**src/rtl/drop_scheduler_pkg.sv**
```systemverilog
// Shared Tetris timing package: scheduler state encoding, default timing constants
// and the level-to-gravity-period helper.
package tetris_pkg;

  typedef enum logic [1:0] {
    IDLE  = 2'd0,
    RUN   = 2'd1,
    PAUSE = 2'd2,
    LOCK  = 2'd3
  } sched_state_t;

  localparam int unsigned BASE_TICKS = 25000000;
  localparam int unsigned LEVEL_STEP = 2000000;
  localparam int unsigned MIN_TICKS  = 2500000;
  localparam int unsigned SOFT_SHIFT = 3;
  localparam int unsigned LOCK_TICKS = 12500000;
  localparam int unsigned CNT_WIDTH  = 28;

  // A decrement that would drive the period below zero or under the floor saturates to the floor.
  function automatic logic [31:0] gravityPeriod(input logic [3:0]  lvl,
                                                input logic [31:0] baseTicks,
                                                input logic [31:0] levelStep,
                                                input logic [31:0] floorTicks);
    logic [31:0] dec;
    dec = 32'(lvl) * levelStep;
    if (dec >= baseTicks)
      return floorTicks;
    else if ((baseTicks - dec) < floorTicks)
      return floorTicks;
    else
      return baseTicks - dec;
  endfunction

endpackage

```
**src/rtl/drop_scheduler_if.sv**
```systemverilog
// Control/board-facing signal bundle of the drop scheduler; master is the game side,
// slave is the scheduler itself.
interface drop_scheduler_if;
  logic       start;
  logic       pause;
  logic [3:0] level;
  logic       soft_drop;
  logic       landed;
  logic       lock_ack;
  logic       game_over;
  logic       drop_tick;
  logic       lock_req;
  logic       running;
  logic [1:0] state;

  modport master (
    output start, pause, level, soft_drop, landed, lock_ack, game_over,
    input  drop_tick, lock_req, running, state
  );

  modport slave (
    input  start, pause, level, soft_drop, landed, lock_ack, game_over,
    output drop_tick, lock_req, running, state
  );
endinterface

```
**src/rtl/drop_scheduler_tick_counter.sv**
```systemverilog
// Count-to-N enable generator: clear wins over hold, and the counter wraps to zero
// on the edge where its terminal-count output is high.
module tick_counter #(
  parameter int unsigned WIDTH = 28
) (
  input  logic        clock,
  input  logic        reset,
  input  logic        i_clear,
  input  logic        i_hold,
  input  logic [31:0] i_limit,
  output logic        o_terminal
);

  logic [WIDTH-1:0] r_count;

  // Using >= lets a limit that shrinks below the current count expire on the very next edge.
  assign o_terminal = (32'(r_count) >= (i_limit - 32'd1));

  always_ff @(posedge clock) begin
    if (reset || i_clear)
      r_count <= '0;
    else if (!i_hold)
      r_count <= o_terminal ? '0 : r_count + 1'b1;
  end

endmodule

```
**src/rtl/drop_scheduler.sv**
```systemverilog
// Gravity and lock sequencer emitting single-cycle drop ticks and the lock handshake.
// Define LOCK_DELAY_EN to add the LOCK_TICKS lock-delay window with landed-release cancel.
module drop_scheduler #(
  parameter int unsigned BASE_TICKS = tetris_pkg::BASE_TICKS,
  parameter int unsigned LEVEL_STEP = tetris_pkg::LEVEL_STEP,
  parameter int unsigned MIN_TICKS  = tetris_pkg::MIN_TICKS,
  parameter int unsigned SOFT_SHIFT = tetris_pkg::SOFT_SHIFT,
  parameter int unsigned LOCK_TICKS = tetris_pkg::LOCK_TICKS
) (
  input logic              clock,
  input logic              reset,
  drop_scheduler_if.slave  bus
);

  import tetris_pkg::*;

  sched_state_t r_state;
  sched_state_t r_savedState;
  logic         r_dropTick;
  logic         r_lockReq;
  logic         r_running;

  sched_state_t w_effState;
  logic [31:0]  w_period;
  logic [31:0]  w_softPeriod;
  logic [31:0]  w_effPeriod;
  logic         w_dropClear;
  logic         w_dropHold;
  logic         w_dropTerm;
  logic         w_lockExit;

  always_comb begin
    w_period     = gravityPeriod(bus.level, 32'(BASE_TICKS), 32'(LEVEL_STEP), 32'(MIN_TICKS));
    w_softPeriod = w_period >> SOFT_SHIFT;
    if (w_softPeriod == 32'd0)
      w_softPeriod = 32'd1;
    w_effPeriod  = bus.soft_drop ? w_softPeriod : w_period;
  end

  // While paused with pause already low, the edge acts as the saved state would.
  assign w_effState = (r_state == PAUSE) ? r_savedState : r_state;

`ifdef LOCK_DELAY_EN
  assign w_lockExit = (bus.lock_ack && r_lockReq) || (!bus.landed && !r_lockReq);
`else
  assign w_lockExit = bus.lock_ack && r_lockReq;
`endif

  always_comb begin
    w_dropClear = 1'b0;
    w_dropHold  = 1'b0;
    if (bus.game_over || r_state == IDLE)
      w_dropClear = 1'b1;
    else if (bus.pause)
      w_dropHold = 1'b1;
    else if (w_effState == LOCK) begin
      if (w_lockExit)
        w_dropClear = 1'b1;
      else
        w_dropHold = 1'b1;
    end
  end

  tick_counter #(.WIDTH(CNT_WIDTH)) u_dropCounter (
    .clock      (clock),
    .reset      (reset),
    .i_clear    (w_dropClear),
    .i_hold     (w_dropHold),
    .i_limit    (w_effPeriod),
    .o_terminal (w_dropTerm)
  );

`ifdef LOCK_DELAY_EN
  logic w_lockClear;
  logic w_lockHold;
  logic w_lockTerm;

  // The lock counter only advances inside LOCK before lock_req rises.
  always_comb begin
    w_lockClear = 1'b0;
    w_lockHold  = 1'b0;
    if (bus.game_over || w_effState != LOCK)
      w_lockClear = 1'b1;
    else if (bus.pause || r_lockReq)
      w_lockHold = 1'b1;
    else if (w_lockExit)
      w_lockClear = 1'b1;
  end

  tick_counter #(.WIDTH(CNT_WIDTH)) u_lockCounter (
    .clock      (clock),
    .reset      (reset),
    .i_clear    (w_lockClear),
    .i_hold     (w_lockHold),
    .i_limit    (32'(LOCK_TICKS)),
    .o_terminal (w_lockTerm)
  );
`endif

  always_ff @(posedge clock) begin
    if (reset) begin
      r_state      <= IDLE;
      r_savedState <= IDLE;
      r_dropTick   <= 1'b0;
      r_lockReq    <= 1'b0;
      r_running    <= 1'b0;
    end else begin
      r_dropTick <= 1'b0;
      if (bus.game_over) begin
        r_state      <= IDLE;
        r_savedState <= IDLE;
        r_lockReq    <= 1'b0;
        r_running    <= 1'b0;
      end else if (r_state == IDLE) begin
        if (bus.start) begin
          r_state   <= RUN;
          r_running <= 1'b1;
        end
      end else if (bus.pause) begin
        if (r_state != PAUSE) begin
          r_savedState <= r_state;
          r_state      <= PAUSE;
          r_running    <= 1'b0;
        end
      end else begin
        r_state   <= w_effState;
        r_running <= 1'b1;
        case (w_effState)
          RUN: begin
            if (w_dropTerm) begin
              if (bus.landed) begin
                r_state <= LOCK;
`ifndef LOCK_DELAY_EN
                r_lockReq <= 1'b1;
`endif
              end else begin
                r_dropTick <= 1'b1;
              end
            end
          end
          LOCK: begin
            if (w_lockExit) begin
              r_state   <= RUN;
              r_lockReq <= 1'b0;
            end
`ifdef LOCK_DELAY_EN
            else if (w_lockTerm && !r_lockReq)
              r_lockReq <= 1'b1;
`endif
          end
          default: begin
            r_state   <= IDLE;
            r_running <= 1'b0;
          end
        endcase
      end
    end
  end

  assign bus.drop_tick = r_dropTick;
  assign bus.lock_req  = r_lockReq;
  assign bus.running   = r_running;
  assign bus.state     = r_state;

endmodule

```
**src/flat_wrapper.sv**
```systemverilog
// flat-port wrapper written by rule: the top's interface ports become plain ports
module drop_scheduler_flat import tetris_pkg::*;
#(
  parameter int unsigned BASE_TICKS = tetris_pkg::BASE_TICKS,
  parameter int unsigned LEVEL_STEP = tetris_pkg::LEVEL_STEP,
  parameter int unsigned MIN_TICKS  = tetris_pkg::MIN_TICKS,
  parameter int unsigned SOFT_SHIFT = tetris_pkg::SOFT_SHIFT,
  parameter int unsigned LOCK_TICKS = tetris_pkg::LOCK_TICKS
)
  (clock, reset, bus_start, bus_pause, bus_level, bus_soft_drop, bus_landed, bus_lock_ack, bus_game_over, bus_drop_tick, bus_lock_req, bus_running, bus_state);
  drop_scheduler_if bus_i ();
  input logic clock;
  input logic reset;
  input wire logic [$bits(bus_i.start)-1:0] bus_start;
  input wire logic [$bits(bus_i.pause)-1:0] bus_pause;
  input wire logic [$bits(bus_i.level)-1:0] bus_level;
  input wire logic [$bits(bus_i.soft_drop)-1:0] bus_soft_drop;
  input wire logic [$bits(bus_i.landed)-1:0] bus_landed;
  input wire logic [$bits(bus_i.lock_ack)-1:0] bus_lock_ack;
  input wire logic [$bits(bus_i.game_over)-1:0] bus_game_over;
  output wire logic [$bits(bus_i.drop_tick)-1:0] bus_drop_tick;
  output wire logic [$bits(bus_i.lock_req)-1:0] bus_lock_req;
  output wire logic [$bits(bus_i.running)-1:0] bus_running;
  output wire logic [$bits(bus_i.state)-1:0] bus_state;
  assign bus_i.start = bus_start;
  assign bus_i.pause = bus_pause;
  assign bus_i.level = bus_level;
  assign bus_i.soft_drop = bus_soft_drop;
  assign bus_i.landed = bus_landed;
  assign bus_i.lock_ack = bus_lock_ack;
  assign bus_i.game_over = bus_game_over;
  assign bus_drop_tick = bus_i.drop_tick;
  assign bus_lock_req = bus_i.lock_req;
  assign bus_running = bus_i.running;
  assign bus_state = bus_i.state;
  drop_scheduler #(.BASE_TICKS(BASE_TICKS), .LEVEL_STEP(LEVEL_STEP), .MIN_TICKS(MIN_TICKS), .SOFT_SHIFT(SOFT_SHIFT), .LOCK_TICKS(LOCK_TICKS)) u_core (.clock(clock), .reset(reset), .bus(bus_i));
endmodule
```
**config.mk**
```make
export PLATFORM = sky130hd
export DESIGN_NAME = drop_scheduler_flat
export DESIGN_NICKNAME = d
export VERILOG_FILES = /design/src/rtl/drop_scheduler_pkg.sv /design/src/rtl/drop_scheduler_if.sv /design/src/rtl/drop_scheduler_tick_counter.sv /design/src/rtl/drop_scheduler.sv /design/src/flat_wrapper.sv
export SDC_FILE = /design/constraint.sdc
export NUM_CORES = 1
export LEC_CHECK = 0
export CAP_MARGIN = 25
export CORE_AREA = 5 5 94 96
export DETAILED_ROUTE_END_ITERATION = 16
export DIE_AREA = 0 0 99 101
export PLACE_DENSITY = 0.87
export RECOVER_POWER = 25
export SLEW_MARGIN = 10
export SYNTH_ARGS = -nofsm -noshare
export SYNTH_HDL_FRONTEND = slang
export SYNTH_HIERARCHICAL = 1
export SYNTH_SLANG_ARGS = --single-unit
```
**constraint.sdc**
```tcl
create_clock -name clock -period 16.3 [get_ports clock]
set_clock_uncertainty 0.05 [all_clocks]
set_input_delay 3.26 -clock clock [delete_from_list [all_inputs] [get_ports clock]]
set_output_delay 3.26 -clock clock [all_outputs]
set_load 0.01 [all_outputs]
```
Word level (Yosys, flattened, before mapping)
Index checks and enable logic that the tools add are counted.
{ "totals": {"register_bits": 35, "input_bits": 12, "out_inout_bits": 5} }
{ "classes": {"add_sub_neg": 3, "multipliers": 1, "n_lt_le_gt_ge": 3, "n_eq_ne": 9, "muxes": 32, "bitwise_logic": 4, "reduce_logical": 12} }
{ "op_table": {"columns": ["cell", "count"], "rows": [
  ["32-bit two-way mux", 3],
  ["28-bit by 32-bit greater-or-equal comparator with 1-bit output", 1],
  ["32-bit logical NOT", 1],
  ["32-bit by 22-bit < comparator with 1-bit output, second input constant", 1],
  ["32-bit by 1-bit subtractor with 32-bit output, second input constant", 1],
  ["29-bit two-way mux", 1],
  ["28-bit by 1-bit adder with 28-bit output, second input constant", 1],
  ["28-bit two-way mux", 1],
  ["25-bit by 25-bit subtractor with 26-bit output, first input constant", 1],
  ["25-bit greater-or-equal comparator, second input constant", 1],
  ["4-bit by 14-bit multiplier with 18-bit output, second input constant", 1],
  ["1-bit two-way mux", 17],
  ["2-bit two-way mux", 8],
  ["2-bit inequality test, second input constant", 4],
  ["6-bit AND reduction", 1],
  ["6-bit OR reduction", 1],
  ["2-bit == test, second input constant", 2],
  ["1-bit inverter", 4],
  ["2-bit case mux with 2 select lines", 1],
  ["2-bit OR reduction", 2],
  ["3-bit by 1-bit inequality test with 1-bit output, second input constant", 1],
  ["3-bit AND reduction", 1],
  ["2-bit by 1-bit == test with 1-bit output, second input constant", 1],
  ["2-bit logical NOT", 1],
  ["6 further kinds", 7]
]} }

Longest topological paths before layout
Gate-level depths: netlist (run 1).
{ "depth": {"word_depth": 14, "mapped_depth": 29, "ltp_nobuf": 28} }

Modules after synthesis
The synthesis (run 1) kept the hierarchy.
{ "by_module_without_submodules": {"columns": ["mod", "n_inst", "cells_per_inst", "area_per_inst_um2", "seq_area_each_um2"], "rows": [
  ["tick_counter", 1, 310, 2703.8, 560.5],
  ["drop_scheduler", 1, 248, 1896.8, 140.1]
]} }

Worst setup path before layout (run 1)
Ideal clock, no wire load.
{ "synth_path": {"kind": "input to register", "from": "input bus_level[1]", "to": "register u_core.u_dropCounter.r_count[13]", "setup_ns": 0.147, "arrival_time_ns": 9.433, "t_required_ns": 16.103, "slack_ns": 6.670, "path_stages": 25, "n_path_buf": 2, "path_cell_list": "fa_1 > inv_1 > fa_1 > inv_1 > ha_1 > or2_2 > a21oi_1 > nor2_1 > xnor2_1 > a2111oi_0 > a2111o_1 > nand2_2 > buf_6 > nor2_1 > nor4_4 > nand3_1 > or4_1 > xor2_1 > ha_1 > nand4_1 > or4_1 > a31o_2 > a211oi_4 > buf_6 > nor4_2"} }
{ "synth_via": {"elab_chain_len": 11, "elab_cells_between_ends": 12, "classes_between": "2 x add/sub; 1 x mul; 3 x order compare; 5 x mux; 1 x reduce/logical"} }
{ "synth_lines": {"columns": ["element", "line", "source"], "rows": [
  ["from (decl)", "flat_wrapper.sv:16", "input wire logic [$bits(bus_i.level)-1:0] bus_level;"],
  ["4-bit by 14-bit multiplier with 18-bit output (*)", "drop_scheduler_pkg.sv:25", "dec = 32'(lvl) * levelStep;"],
  ["25-bit by 25-bit subtractor with 26-bit output", "drop_scheduler_pkg.sv:28, drop_scheduler_pkg.sv:31", null],
  ["32-bit by 22-bit < comparator with 1-bit output", "drop_scheduler_pkg.sv:28", "else if ((baseTicks - dec) < floorTicks)"],
  ["32-bit two-way mux", "drop_scheduler_pkg.sv:28", null],
  ["32-bit two-way mux (*)", "drop_scheduler_pkg.sv:26", "if (dec >= baseTicks)"],
  ["32-bit logical NOT", "drop_scheduler.sv:35", "if (w_softPeriod == 32'd0)"],
  ["29-bit two-way mux", "drop_scheduler.sv:35", null],
  ["32-bit two-way mux (*)", "drop_scheduler.sv:37", "w_effPeriod = bus.soft_drop ? w_softPeriod : w_period;"],
  ["net u_core.w_effPeriod[3]", "drop_scheduler.sv:26", "logic [31:0] w_effPeriod;"],
  ["32-bit by 1-bit subtractor with 32-bit output (*)", "drop_scheduler_tick_counter.sv:17", "assign o_terminal = (32'(r_count) >= (i_limit - 32'd1));"],
  ["28-bit by 32-bit greater-or-equal comparator with 1-bit output (*)", "drop_scheduler_tick_counter.sv:17", null],
  ["28-bit two-way mux (*)", "drop_scheduler_tick_counter.sv:23", "r_count <= o_terminal ? '0 : r_count + 1'b1;"],
  ["to (signal assigned)", "drop_scheduler_tick_counter.sv:23", null],
  ["to (decl)", "drop_scheduler_tick_counter.sv:14", "logic [WIDTH-1:0] r_count;"]
]} }
Mark *: on every way through the listed nets, which the timed path passes. The rest lies on a longest branch.
A chain may end at the register's enable or synchronous reset.

Final worst setup path (run 1)
{ "layout_path": {"from": "input bus_level[1]", "to": "register u_core.u_dropCounter.r_count[23]"} }
Same word-level chain as after synthesis.

==> flow_metrics.py, run 1 <==
metrics = {
    "worst_setup_path": {
        "reg2reg_setup_slack_ns": 13.35,
        "cp-start-kind": "input port",
        "worstSetupPathType": "in -> reg",
        "critPathLaunch": "bus_level[1]",
        "reg2reg_from": "u_core/bus.state[0]",
        "arrival_ns": 11.44,
        "reg2reg_to": "u_core/u_dropCounter/r_count[24]",
        "r2r_cells": 11,
        "cp.required_ns": 16.33,
        "crit_path_end_kind": "flip-flop",
        "critPathMaxFanout": 26,
        "crit_end": "u_core/u_dropCounter/r_count[23]",
    },
    "clocking": {
        "htreeDepth": 2,
        "cts_buffer_depth": 2,
        "insertion_delay_ns": 0.28,
        "cts_inserted_buffers": 5,
        "cts_setup_buffers": 0,
        "cts_hold_buf": 0,
        "cts_resized": 0,
        "tritoncts": "built",
        "clock-root-buffer": "clkbuf_8",
        "clk_pin_slew_ns": 0.07,
        "cts.sinks": 35,
    },
    "global_routing": {
        "grt_busiest_layer": "met2",
        "antenna_found_initial": 0,
        "use_met1_pct": 24.83,
        "grt.total_usage_pct": 21.48,
        "grt_util_met3_pct": 1.522,
        "grtUsageMet2_pct": 41.43,
        "grt_overflow": 0,
        "grt_pass1_wl_microns": 18490,
        "grt_pass1_vias": 4222,
        "grt_max_degree": 28,
    },
    "synth": {
        "synth-seq-cells": 35,
        "yosysSeqAreaShare_pct": 15.23,
        "synth_flop_cell": "dfxtp_1",
        "synth_edf_count": 0,
        "async_flop_share_pct": 0,
        "yosys.area.top_type_share_pct": 15.23,
        "avgSynthCellArea_sq_um": 8.245,
        "yosysUniqueCellTypes": 79,
        "synthTopCellsByArea": "dfxtp_1 15%, ha_1 14%, xnor2_1 7.6%, nor4_2 4.9%, xor2_1 4.8%",
        "yosysWarnings": 6,
        "yosysTopAreaCell": "dfxtp_1",
        "netlist_area_sq_um": 4601,
        "syn_inst": 558,
    },
    "power": {
        "powerDensity_nw_per_um2": 74.03,
        "p_leak_nw": 1.669,
        "ir_worst_vdd_mv": 0.04871,
        "finalPower_mw": 0.3630,
    },
    "finish": {
        "drive_gt1_share_pct": 11.78,
        "final_cell_mix": "50 x ha_1, 47 x nor2_1, 40 x xnor2_1, 39 x nand2_1, 35 x dfxtp_1",
        "diodes": 0,
        "syn2layout_area_growth_pct": 6.581,
        "fillers": 647,
        "finish.instance_area_sq_um": 4903,
        "final_common_cell": "ha_1",
        "final_nets": 635,
    },
    "detailed_routing": {
        "wl_per_cell_microns": 15.82,
        "via_per_inst": 6.322,
        "drc": 0,
        "antenna_left": 0,
        "drtIter0Drc": 257,
        "routed_wl_microns": 10670,
        "firstDrtPassIters": 5,
        "vias": 4261,
    },
    "floorplan": {
        "die_x_microns": 99,
        "die_area_sq_um": 9999,
        "num_rows": 33,
        "pin_count": 17,
        "fp.dieH_microns": 101,
        "design.core.area_sq_um": 7969,
        "start_util_pct": 57.73,
    },
    "placement": {
        "io_buffers": 16,
        "dpl.hpwl_microns": 8360,
        "gp_congestion": 0.8568,
        "placed_cell_area_sq_um": 4826,
    },
    "sta": {
        "rsz0062_at_grt": "no",
        "period_needed_ns": 11.41,
        "finalHoldViolCount": 0,
        "tns_ns": 0,
        "period_share_pct": 69.97,
        "fmax_ghz": 0.08768,
        "finalSetupViolCount": 0,
        "tightest_slew_ns": 1.800,
        "slew_headroom_pct": -19.98,
        "slew_violations": 28,
    },
    "flow_run": {
        "maxCapViolations": 1,
    },
    "run_status": {
        "failed_checks": "max-capacitance violations, max-slew violations",
        "status": "finished with violations",
    },
    "hold_path": {
        "hold_path.class": "reg -> reg",
    },
}
-- registers in the layout, indices dropped and copies added, names as in the netlist --
signal	cells
u_core/u_dropCounter/r_count	28
u_core/bus.state	2
u_core/r_savedState	2
u_core/bus.drop_tick	1
u_core/bus.lock_req	1
u_core/bus.running	1
-- area by class of cell --
type	count	area (sq um)	share of cell area, %
clock buffers	7	76.32	1.557
clock inverters	1	5.005	0.1021
inverters	27	101.3	2.067
multi-input cells	478	3695	75.35
flip-flops and latches	35	700.7	14.29
well taps	105	131.4	2.679
repair buffers	21	193.9	3.955
-- worst min-delay path by stage --
stage                                 startpoint  cells after the start  slack (ns)                endpoint
after floorplan           u_core/r_savedState[1]                      2        0.41  u_core/r_savedState[1]
after global placement    u_core/r_savedState[1]                      2        0.44  u_core/r_savedState[1]
after detailed placement  u_core/r_savedState[1]                      2        0.45  u_core/r_savedState[1]
after CTS                 u_core/r_savedState[1]                      2        0.45  u_core/r_savedState[1]
after global routing      u_core/r_savedState[1]                      2        0.50  u_core/r_savedState[1]
final                     u_core/r_savedState[1]                      2        0.45  u_core/r_savedState[1]
-- through the flow --
step,util (%),hold slack [ns],std cells,setup WS (ns)
detailed placement,60.56,0.4464,666,4.743
CTS,61.58,0.4519,674,5.042
global route,61.53,0.5032,674,4.312
floorplan,-,0.4099,563,6.670
finish,61.53,0.4545,674,4.895
global placement,60.56,0.4392,666,5.192
-- critical path, stage by stage --
cell           delay, ns
dlygate4sd3_1       0.81
inv_1               0.22
ha_1                0.36
fa_1                0.53
fa_1                0.61
nand2_1             0.11
nor2_1              0.18
o221ai_1            0.18
xnor2_1             0.22
a2111oi_0           0.47
a2111o_1            0.56
nand2_2             0.30
o31a_1              0.42
nor4_4              0.38
nand4b_4            0.20
or2_2               0.34
nor4_1              0.31
xnor2_1             0.13
ha_1                0.28
nand4_1             0.10
nor3_1              0.26
o2111ai_1           0.16
a31o_2              0.28
a211oi_4            0.23
buf_4               0.41
nor4_1              0.10
-- where the power goes --
group	switching (mW)	internal, mW
clock	0.0299	0.0300
sequential	0.000662	0.0859
combinational	0.135	0.0815
-- synth_stat cells, types with 3 or more instances --
master and instances:
nor3_1 17, a21oi_1 32, dfxtp_1 35, or2_2 6, nand3_2 3, fa_1 5, nor4_1 22, and4_1 5
o31ai_1 5, ha_1 50, xor2_1 25, nor2b_1 5, clkbuf_1 15, o211ai_1 4, and2_1 4, nor3b_1 4
inv_1 27, a31oi_1 8, a211oi_2 4, o21ai_0 14, nor2_1 47, nand4_1 10, or4_1 4, buf_6 4
nand2_1 39, nor4_4 5, nand2b_1 7, nand3_1 22, nor4_2 18, a2111oi_0 3, a211o_1 3, xnor2_1 40
-- cell families after synthesis --
kind of cell	count (synthesis)	share of synthesized area [%]
buffers and inverters	50	4.949
flip-flops	35	15.23
adder cells (fa/ha/maj)	56	15.99
multiplexers	4	0.9246
AO/OA/AOI/OAI	107	17.38
other	1	0.08151
AND/OR/NAND/NOR	240	33.07
XOR/XNOR	65	12.37
-- layer usage --
layer  wire (microns)  vias to the layer above
li1                 -                     2096
met1             4564                     1996
met2             5429                      133
met3              410                       36
met4              261                        0
met5                0                        -
Power figures use the tool's default switching activity.
==> inputs of run 2 (changes only) <==
- clock period: 16.3 -> 10.75 ns (I/O delays scaled with it)
==> run 2 against run 1 <==
  * The run still ends with max-capacitance violations, max-slew violations left
  * Highest routed layer unchanged
  * Core utilization increased by 0.079 points
  * Via count decreased by 0.70%
  * Total power increased by 53%
  * Combinational power increased by 51%
  * Critical path depth unchanged
  * Worst hold slack got worse by 0.017 ns
  * Count of clock-buffer cells in the layout decreased by 1
  * Routed wire length increased by 0.53%
  * Clock power increased by 62%
  * Sequential power increased by 51%
  * Largest cell class unchanged
  * Critical path type unchanged
  * First-iteration DRC count decreased by 7.8%
  * Register-to-register slack got worse by 5.9 ns
==> flow_metrics.py, run 2 (synthesis gave the netlist of run 1 again) <==
metrics = {
    "run_status": {
        "status": "finished with violations",
        "failed_checks": "max-capacitance violations, max-slew violations",
    },
    "clocking": {
        "cts_hold_buf": 0,
        "htreeDepth": 2,
        "cts_resized": 0,
        "cts_buffer_depth": 2,
        "tritoncts": "built",
        "cts_inserted_buffers": 5,
        "cts_setup_buffers": 0,
        "clock-root-buffer": "clkbuf_8",
        "insertion_delay_ns": 0.28,
        "clk_pin_slew_ns": 0.07,
        "cts.sinks": 35,
    },
    "finish": {
        "final_cell_mix": "50 x ha_1, 47 x nor2_1, 40 x xnor2_1, 39 x nand2_1, 35 x dfxtp_1",
        "final_common_cell": "ha_1",
        "syn2layout_area_growth_pct": 6.717,
        "regMostFlops": "u_core/u_dropCounter/r_count",
        "largest_reg_flops": 28,
        "final_nets": 635,
        "diodes": 0,
        "drive_gt1_share_pct": 11.97,
        "finish.instance_area_sq_um": 4910,
    },
    "placement": {
        "io_buffers": 16,
        "gp_congestion": 0.8800,
        "pre_cts_ws_ns": 0.3056,
        "placed_cell_area_sq_um": 4826,
        "dpl.hpwl_microns": 8333,
    },
    "detailed_routing": {
        "firstDrtPassIters": 5,
        "drc": 0,
        "via_per_inst": 6.287,
        "drtIter0Drc": 237,
        "wl_per_cell_microns": 15.93,
        "vias": 4231,
        "antenna_left": 0,
        "routed_wl_microns": 10720,
    },
    "worst_setup_path": {
        "cp-start-kind": "input port",
        "arrival_ns": 10.36,
        "critPathMaxFanout": 15,
        "cp.required_ns": 10.90,
        "crit_path_end_kind": "flip-flop",
        "worstSetupPathType": "in -> reg",
    },
    "hold_path": {
        "hold_path.class": "reg -> reg",
    },
    "sta": {
        "finalSetupViolCount": 0,
        "tns_ns": 0,
        "slew_violations": 28,
        "period_share_pct": 95.00,
        "finalHoldViolCount": 0,
        "tightest_slew_ns": 1.831,
        "slew_headroom_pct": -22.05,
        "finalWorstSetupSlack_ns": 0.5373,
        "fin_hold_ws_ns": 0.4374,
        "fmax_ghz": 0.09792,
        "rsz0062_at_grt": "no",
        "period_needed_ns": 10.21,
    },
    "floorplan": {
        "fp.dieH_microns": 101,
        "num_rows": 33,
        "start_util_pct": 57.73,
        "die_x_microns": 99,
        "pin_count": 17,
        "design.core.area_sq_um": 7969,
        "die_area_sq_um": 9999,
    },
    "power": {
        "p_leak_nw": 1.674,
        "powerDensity_nw_per_um2": 113.2,
        "ir_worst_vdd_mv": 0.08454,
    },
    "flow_run": {
        "maxCapViolations": 1,
    },
    "global_routing": {
        "grt_pass1_vias": 4039,
        "grt_max_degree": 28,
        "grt.total_usage_pct": 21.56,
        "grt_pass1_wl_microns": 18390,
        "antenna_found_initial": 0,
        "grt_overflow": 0,
    },
}
==> run 2: changes by cell type in the layout (fill, tap and decap cells not counted), sizes merged <==
cell / previous run / this run
clkbuf: 8 / 7
clkdlybuf4s50: 9 / 10
dlygate4sd3: 7 / 6
==> run 2: through the flow <==
step	total power, mW	instances	util [%]
after floorplan	0.4038	563	-
after global placement	0.4447	666	60.56
after detailed placement	0.4552	666	60.56
after CTS	0.5521	673	61.66
after global routing	0.5933	673	61.61
final	0.5559	673	61.61
==> run 2: metal layers <==
layer / track usage [%] / vias to the layer above / routed length (microns)
met5: 0 / - / 0
met4: 5.987 / 0 / 137
met3: 2.145 / 14 / 583
met2: 39.00 / 144 / 5426
met1: 27.15 / 1988 / 4574
li1: - / 2085 / -
==> run 2: worst max-delay path, cell delays in order <==
cell             delay [ns]
clkdlybuf4s50_1        0.73
inv_1                  0.23
ha_1                   0.36
fa_1                   0.52
fa_1                   0.60
nand2_1                0.11
nor2_1                 0.18
o221ai_1               0.19
xnor2_1                0.23
a2111oi_0              0.49
a2111o_1               0.55
nand2_2                0.30
o31a_1                 0.42
nor4_4                 0.38
nand4b_4               0.20
or2_2                  0.34
nor4_1                 0.30
xnor2_1                0.12
ha_1                   0.28
nand4_1                0.09
nor3_1                 0.27
o2111ai_1              0.17
a31o_2                 0.28
a21oi_1                0.31
nor3b_1                0.34
nor3b_1                0.22
==> run 2: path summary, 6_finish.rpt <==
check,from,endpoint,slack [ns],cells after the start
max reg2reg,u_core/bus.state[0],u_core/u_dropCounter/r_count[19],7.46,10
min,u_core/r_savedState[1],u_core/r_savedState[1],0.44,2
max,bus_level[1],u_core/bus.drop_tick,0.54,26
min reg2reg,u_core/r_savedState[1],u_core/r_savedState[1],0.44,2
==> run 2: area by class of cell <==
cell class                      count  area [sq um]
Timing Repair Buffer               21         193.9
Clock inverter                      1         5.005
Sequential cell                    35         700.7
Multi-Input combinational cell    478          3695
Clock buffer                        6         82.58
Inverter                           27         101.3
Tap cell                          105         131.4
Fill cell                         672          3059
==> run 2: where the power goes <==
group / internal [mW] / leakage [nW] / switching [mW] / total [mW]
Combinational: 0.123 / 1.34 / 0.204 / 0.328
Sequential: 0.130 / 0.282 / 0.00102 / 0.131
Clock: 0.0503 / 0.0470 / 0.0468 / 0.0971
Total: 0.304 / 1.67 / 0.252 / 0.556
